`config.mk`:
```
export PLATFORM = sky130hd
export DESIGN_NAME = error_controller
export DESIGN_NICKNAME = d
export VERILOG_FILES = /design/src/rtl/error_controller.sv
export SDC_FILE = /design/constraint.sdc
export NUM_CORES = 1
export LEC_CHECK = 0
export BUFFER_PORTS_ARGS = -buffer_cell sky130_fd_sc_hd__buf_2
export CAP_MARGIN = 10
export CORE_ASPECT_RATIO = 1.2
export CORE_MARGIN = 5
export CORE_UTILIZATION = 53
export CTS_CLUSTER_DIAMETER = 40
export DETAILED_ROUTE_END_ITERATION = 6
export PLACE_DENSITY = 0.74
export SLEW_MARGIN = 0
export SYNTH_ARGS = -nofsm -noshare
export SYNTH_HDL_FRONTEND = slang
export SYNTH_SLANG_ARGS = --single-unit
```
`constraint.sdc`:
```
create_clock -name clk -period 22.9 [get_ports clk]
set_input_delay 2.29 -clock clk [delete_from_list [all_inputs] [get_ports clk]]
set_output_delay 2.29 -clock clk [all_outputs]
set_load 0.05 [all_outputs]
```
`src/rtl/error_controller.sv`:
```
// error_controller: backward-pass delta engine.
// For each requested layer it computes delta_i = error_i * a_i*(1-a_i), one
// neuron per cycle, on a single serial multiply datapath. Output layers use
// (target - activation) as the error. Hidden layers use the propagated error.
module error_controller #(
    parameter int NEURON_NUM       = 5,
    parameter int ACTIVATION_WIDTH = 9,
    parameter int DELTA_WIDTH      = 10,
    parameter int LAYER_ADDR_WIDTH = 2,
    parameter int LAYER_MAX        = 2
) (
    input  logic                                  clk,
    input  logic                                  rst,
    input  logic [LAYER_ADDR_WIDTH-1:0]           layer_number,
    input  logic                                  layer_number_valid,
    output logic                                  layer_number_ready,
    input  logic [NEURON_NUM*ACTIVATION_WIDTH-1:0] start_targets,
    input  logic                                  start_targets_valid,
    output logic                                  start_targets_ready,
    input  logic [NEURON_NUM*ACTIVATION_WIDTH-1:0] activations,
    input  logic                                  activations_valid,
    output logic                                  activations_ready,
    input  logic [NEURON_NUM*DELTA_WIDTH-1:0]      propagated_error,
    input  logic                                  propagated_error_valid,
    output logic                                  propagated_error_ready,
    output logic [NEURON_NUM*DELTA_WIDTH-1:0]      deltas,
    output logic                                  deltas_valid,
    input  logic                                  deltas_ready
);

    localparam int AW    = ACTIVATION_WIDTH;
    localparam int DW    = DELTA_WIDTH;
    localparam int PW    = DW + AW + 1;
    localparam int CNT_W = (NEURON_NUM > 1) ? $clog2(NEURON_NUM) : 1;

    typedef enum logic [1:0] {IDLE, LOAD, COMPUTE, OUTPUT} state_t;
    typedef enum logic {MODE_OUT, MODE_HID} mode_t;

    state_t state, next_state;
    mode_t  mode;

    logic             have_act, have_tgt, have_err;
    logic [CNT_W-1:0] idx;
    logic             last_neuron;

    logic [NEURON_NUM*AW-1:0] tgt_q;
    logic [NEURON_NUM*AW-1:0] act_q;
    logic [NEURON_NUM*DW-1:0] err_q;

    logic layer_xfer, layer_ok, act_xfer, tgt_xfer, err_xfer, out_xfer;

    // Datapath signals for the neuron currently selected by idx
    logic        [AW-1:0]   a_i, t_i;
    logic signed [DW-1:0]   err_i;
    logic signed [AW:0]     diff;
    logic        [AW:0]     compl_a;
    logic        [2*AW:0]   dprod;
    logic        [AW-1:0]   deriv;
    logic signed [DW-1:0]   e;
    logic signed [PW-1:0]   prod;
    logic signed [DW:0]     shifted;
    logic        [DW-1:0]   delta_i;

    // Handshake readies decoded purely from state and capture flags
    assign layer_number_ready     = (state == IDLE);
    assign activations_ready      = (state == LOAD) && !have_act;
    assign start_targets_ready    = (state == LOAD) && (mode == MODE_OUT) && !have_tgt;
    assign propagated_error_ready = (state == LOAD) && (mode == MODE_HID) && !have_err;
    assign deltas_valid           = (state == OUTPUT);

    assign layer_xfer = layer_number_valid && layer_number_ready;
    assign act_xfer   = activations_valid && activations_ready;
    assign tgt_xfer   = start_targets_valid && start_targets_ready;
    assign err_xfer   = propagated_error_valid && propagated_error_ready;
    assign out_xfer   = deltas_valid && deltas_ready;

    assign layer_ok    = (layer_number != '0) &&
                         (layer_number <= LAYER_ADDR_WIDTH'(LAYER_MAX));
    assign last_neuron = (idx == CNT_W'(NEURON_NUM - 1));

    // State register
    always_ff @(posedge clk or negedge rst) begin
        if (!rst) state <= IDLE;
        else      state <= next_state;
    end

    // Next-state decode
    always_comb begin
        // NOTE: every combinational output gets a default first so no path leaves it unassigned (no latch).
        next_state = state;
        case (state)
            IDLE:    if (layer_xfer && layer_ok) next_state = LOAD;
            LOAD:    if ((have_act || act_xfer) &&
                         ((mode == MODE_OUT) ? (have_tgt || tgt_xfer)
                                             : (have_err || err_xfer)))
                         next_state = COMPUTE;
            COMPUTE: if (last_neuron) next_state = OUTPUT;
            OUTPUT:  if (out_xfer) next_state = IDLE;
            default: next_state = IDLE;
        endcase
    end

    // Mode, capture flags, neuron counter and result register
    always_ff @(posedge clk or negedge rst) begin
        if (!rst) begin
            mode     <= MODE_OUT;
            have_act <= 1'b0;
            have_tgt <= 1'b0;
            have_err <= 1'b0;
            idx      <= '0;
            deltas   <= '0;
        end else begin
            // NOTE: sequential state uses non-blocking assignments so every register sees pre-edge values.
            case (state)
                IDLE: begin
                    if (layer_xfer && layer_ok)
                        mode <= (layer_number == LAYER_ADDR_WIDTH'(LAYER_MAX)) ? MODE_OUT : MODE_HID;
                end
                LOAD: begin
                    if (act_xfer) have_act <= 1'b1;
                    if (tgt_xfer) have_tgt <= 1'b1;
                    if (err_xfer) have_err <= 1'b1;
                end
                COMPUTE: begin
                    deltas[idx*DW +: DW] <= delta_i;
                    idx <= last_neuron ? '0 : idx + 1'b1;
                end
                OUTPUT: begin
                    if (out_xfer) begin
                        have_act <= 1'b0;
                        have_tgt <= 1'b0;
                        have_err <= 1'b0;
                    end
                end
                default: ;
            endcase
        end
    end

    // Operand holding registers
    // NOTE: pure data registers carry no reset; capture flags gate their use, so stale contents are never consumed.
    always_ff @(posedge clk) begin
        if (act_xfer) act_q <= activations;
        if (tgt_xfer) tgt_q <= start_targets;
        if (err_xfer) err_q <= propagated_error;
    end

    // Per-neuron error, sigmoid derivative, product and saturating rescale
    always_comb begin
        a_i     = act_q[idx*AW +: AW];
        t_i     = tgt_q[idx*AW +: AW];
        err_i   = err_q[idx*DW +: DW];
        diff    = $signed({1'b0, t_i}) - $signed({1'b0, a_i});
        e       = (mode == MODE_OUT) ? DW'(diff) : err_i;
        compl_a = {1'b1, {AW{1'b0}}} - {1'b0, a_i};
        dprod   = (2*AW+1)'(a_i) * (2*AW+1)'(compl_a);
        deriv   = AW'(dprod >> AW);
        prod    = PW'(e) * $signed({{(PW-AW){1'b0}}, deriv});
        shifted = (DW+1)'(prod >>> AW);
        if (shifted[DW] != shifted[DW-1])
            delta_i = shifted[DW] ? {1'b1, {(DW-1){1'b0}}} : {1'b0, {(DW-1){1'b1}}};
        else
            delta_i = shifted[DW-1:0];
    end

endmodule

```
==> impl_summary.txt <==
----------------------------------------------------
[Critical path]
  Highest fanout seen on the critical path ... 53
  Worst setup SP type ... flip-flop
  Stage delay of the slowest cell on the critical path ... 0.87 ns
  Startpoint-to-endpoint class of the critical path ... flip-flop to flip-flop
  Critical path data arrival time ... 15.96 ns
  Cell repeated most along the worst path ... sky130_fd_sc_hd__fa_1
  Critical path endpoint category ... flip-flop
  Worst endpoint required time ... 23.23 ns
  Worst path slowest cell ... sky130_fd_sc_hd__a22oi_1

[Logic synthesis]
  Primary flip-flop cell chosen by synthesis mapping ... sky130_fd_sc_hd__edfxtp_1
  Syn Area/Cell ... 10.6 sq um
  Post-synth design cell area ... 0.0161 sq mm
  Warnings from Yosys ... 0
  Count of state elements after synthesis ... 199
  Synthesized instance count ... 1521
  Number of distinct library cells after synthesis ... 81
  Async set-or-reset flop fraction in the synthesized netlist ... 0.296
  Post-synth EDFFs ... 140
  Fraction of the yosys area taken by sequential cells ... 0.352

[Clocking]
  Hold bufs inserted after CTS ... 0
  H-tree Lvls ... 4
  Post-cts repair resize count ... 0
  Clock tree root driver cell ... sky130_fd_sc_hd__clkbuf_16
  Clk pin slew, worst setup/hold paths ... 0.08 ns
  Clock tree sinks ... between 150 and 200
  Number of clock buffers inserted by TritonCTS ... 17
  Clock tree from TritonCTS ... built
  Deepest clock path buffer count ... 2
  Post CTS Setup Buffer Count ... 0
  Clock network latency to the later pin of the worst-skew pair ... 0.45 ns

[Routing]
  Wire length after detailed routing ... 42400 um
  Number of remaining DRC errors ... 0
  Number of vias after detailed routing ... 12464
  Wire per inst ... 19.9 um
  Via density per instance ... 5.86
  First drt pass iteration count ... 7
  Remaining antenna violation count ... 0
  Iteration-0 DRC Markers ... 1118

[Floorplanning]
  Count of standard-cell rows ... 70
  DIE HEIGHT ... 201 um
  Effective utilization at floorplan ... 0.532
  Total core area ... between 0.03 and 0.04 sq mm
  Die X ... 169 um
  Top-level port count ... 204
  Die ar. ... 0.0340 sq mm

[Placed design]
  Post-DP HPWL ... 33400 um
  # port buffers ... between 200 and 250
  Final RePlAce weighted congestion ... 0.942
  Worst slack, placed ... 7.41 ns

[Timing]
  Final clock period utilization by the worst path ... 0.683
  Tightest hold margin ... 0.488 ns
  Relative max-transition margin ... 0.231
  Setup repair after global routing missed its margin ... no
  Final sum of negative setup slack ... 0 ns
  Final WS setup ... 7.27 ns
  Final slew viol count ... 0
  Final count of negative-setup-slack endpoints ... 0
  Worst Skew ... 0.0119 ns
  Max Freq ... 64.0 MHz
  Final critical delay including setup and external delays ... 15.63 ns
  Transition time at the pin with the least slew margin ... 1.15 ns
  Final count of hold timing violations ... 0

[Flow run]
  Number of violations of the max-capacitance limit ... 0

[Finish]
  Most common cell after layout, fill and taps aside ... sky130_fd_sc_hd__inv_1
  Fraction of final layout cells with drive strength greater than 1 ... 0.208
  Most frequent cells in the layout ... sky130_fd_sc_hd__inv_1 (213), sky130_fd_sc_hd__buf_2 (203), sky130_fd_sc_hd__edfxtp_1 (140)
  Util after Layout ... 0.599
  Synth-to-layout area growth ... 12.6%
  Final net count ... 2106
  Number of filler cells placed in the layout ... 2556

[Worst hold path]
  Hold Crit Class ... flip-flop to flip-flop

[Global routing]
  First-pass GRT wire length ... slightly below 70000 um
  Largest net degree at the start of global routing ... 60
  Global routing usage summed across all routing layers ... 0.254
  Number of antenna violations at the first check in global routing ... 6
  Gr ovfl total ... 0
  Number of global-route vias before repair ... about 13000

[Status]
  Status ... finished clean

----------------------------------------------------
## synth_stat cells (12+ instances only)
| cell type | number | area [sq um] |
|---|---|---|
| sky130_fd_sc_hd__a22oi_1 | 21 | 158 |
| sky130_fd_sc_hd__fa_1 | 135 | 2700 |
| sky130_fd_sc_hd__a21oi_1 | 66 | 330 |
| sky130_fd_sc_hd__xor2_1 | 12 | 105 |
| sky130_fd_sc_hd__nor3_1 | 24 | 120 |
| sky130_fd_sc_hd__mux2_2 | 29 | 327 |
| sky130_fd_sc_hd__and3_1 | 12 | 75.1 |
| sky130_fd_sc_hd__dfrtp_1 | 59 | 1480 |
| sky130_fd_sc_hd__edfxtp_1 | 140 | 4200 |
| sky130_fd_sc_hd__nand2_1 | 119 | 447 |
| sky130_fd_sc_hd__nand3_1 | 29 | 145 |
| sky130_fd_sc_hd__xnor2_1 | 20 | 175 |
| sky130_fd_sc_hd__inv_1 | 213 | 800 |
| sky130_fd_sc_hd__nor2_1 | 132 | 495 |
| sky130_fd_sc_hd__o21a_1 | 14 | 105 |
| sky130_fd_sc_hd__o21ai_0 | 33 | 165 |
| sky130_fd_sc_hd__a21o_1 | 24 | 180 |
| sky130_fd_sc_hd__nand4_1 | 15 | 93.8 |
| sky130_fd_sc_hd__clkbuf_1 | 36 | 135 |
| sky130_fd_sc_hd__o211ai_1 | 12 | 90.1 |
| sky130_fd_sc_hd__nor2b_1 | 15 | 93.8 |
| sky130_fd_sc_hd__mux4_2 | 28 | 631 |
| sky130_fd_sc_hd__or2_2 | 29 | 181 |
| sky130_fd_sc_hd__ha_1 | 108 | 1350 |
| sky130_fd_sc_hd__nand2b_1 | 16 | 100 |
## sequential cells by signal, summed over array words and instances (netlist names)
| signal | count |
|---|---|
| err_q | 50 |
| tgt_q | 45 |
| have_act | 1 |
| have_tgt | 1 |
| state | 2 |
| idx | 3 |
| act_q | 45 |
| deltas | 50 |
| have_err | 1 |
| mode | 1 |
## routing by layer
layer | up-vias | part of all wire | wire length [um] | global-route usage
met5 | - | 0.00047 | 20 | 0
li1 | 5671 | - | - | -
met4 | 4 | 0.020 | 868 | 0.0618
met3 | 75 | 0.071 | 3020 | 0.0388
met2 | 526 | 0.50 | 21400 | 0.436
met1 | 6188 | 0.40 | 17100 | 0.340
## critical path: cells and delay by family (launching register included)
family,cells,cell delay [ns]
adder cells (fa/ha/maj),12,5.77
AO/OA/AOI/OAI,14,4.10
AND/OR/NAND/NOR,10,2.61
buffers and inverters,9,1.35
multiplexers,2,0.90
XOR/XNOR,1,0.38
flip-flops,1,0.35
## path summary, 6_finish.rpt
check                                      start                endpoint  slack, ns  cells after the start
min                        deltas[0]$_DFFE_PN0P_   deltas[0]$_DFFE_PN0P_       0.49                      2
max in group asynchronous                    rst      idx[0]$_DFFE_PN0P_      20.36                      2
min in group asynchronous                    rst  deltas[24]$_DFFE_PN0P_       1.99                      2
max reg2reg                   idx[0]$_DFFE_PN0P_  deltas[45]$_DFFE_PN0P_       7.27                     48
min reg2reg                deltas[0]$_DFFE_PN0P_   deltas[0]$_DFFE_PN0P_       0.49                      2
max                           idx[0]$_DFFE_PN0P_  deltas[45]$_DFFE_PN0P_       7.27                     48
## cell families (layout without fill, tap and decap cells)
kind of cell / count (synthesis) / after routing / share of synthesized area
buf+inv: 265 / 465 / 0.0626
other cells: 2 / 13 / 0.000466
simple gates: 433 / 433 / 0.128
compound gates: 282 / 282 / 0.123
xor+xnor: 32 / 32 / 0.0174
mux: 62 / 62 / 0.0625
fa+ha+maj: 246 / 246 / 0.253
flops: 199 / 199 / 0.352
## metrics by stage
| step | cells | cell area, sq um |
|---|---|---|
| 2_1_floorplan | 1527 | 16100 |
| 3_3_place_gp | 2091 | 17600 |
| 3_5_place_dp | 2091 | 17600 |
| 4_1_cts | 2123 | 18100 |
| 5_1_grt | 2127 | 18200 |
| 6_report | 2128 | 18200 |
## layout make-up
cell class | instances | area (sq um) | share of cell area
Tap cell | 396 | 495 | 0.0273
Inverter | 215 | 807 | 0.0444
Clock buffer | 18 | 429 | 0.0236
Sequential cell | 199 | 5680 | 0.313
Multi-Input combinational cell | 1063 | 9460 | 0.521
Timing Repair Buffer | 218 | 1130 | 0.0621
Clock inverter | 14 | 148 | 0.00813
Antenna cell | 5 | 12.5 | 0.000689
Power is left out: the tool's default activity adds up to more than one toggle a clock period on the data nets, which glitch-free logic cannot reach.
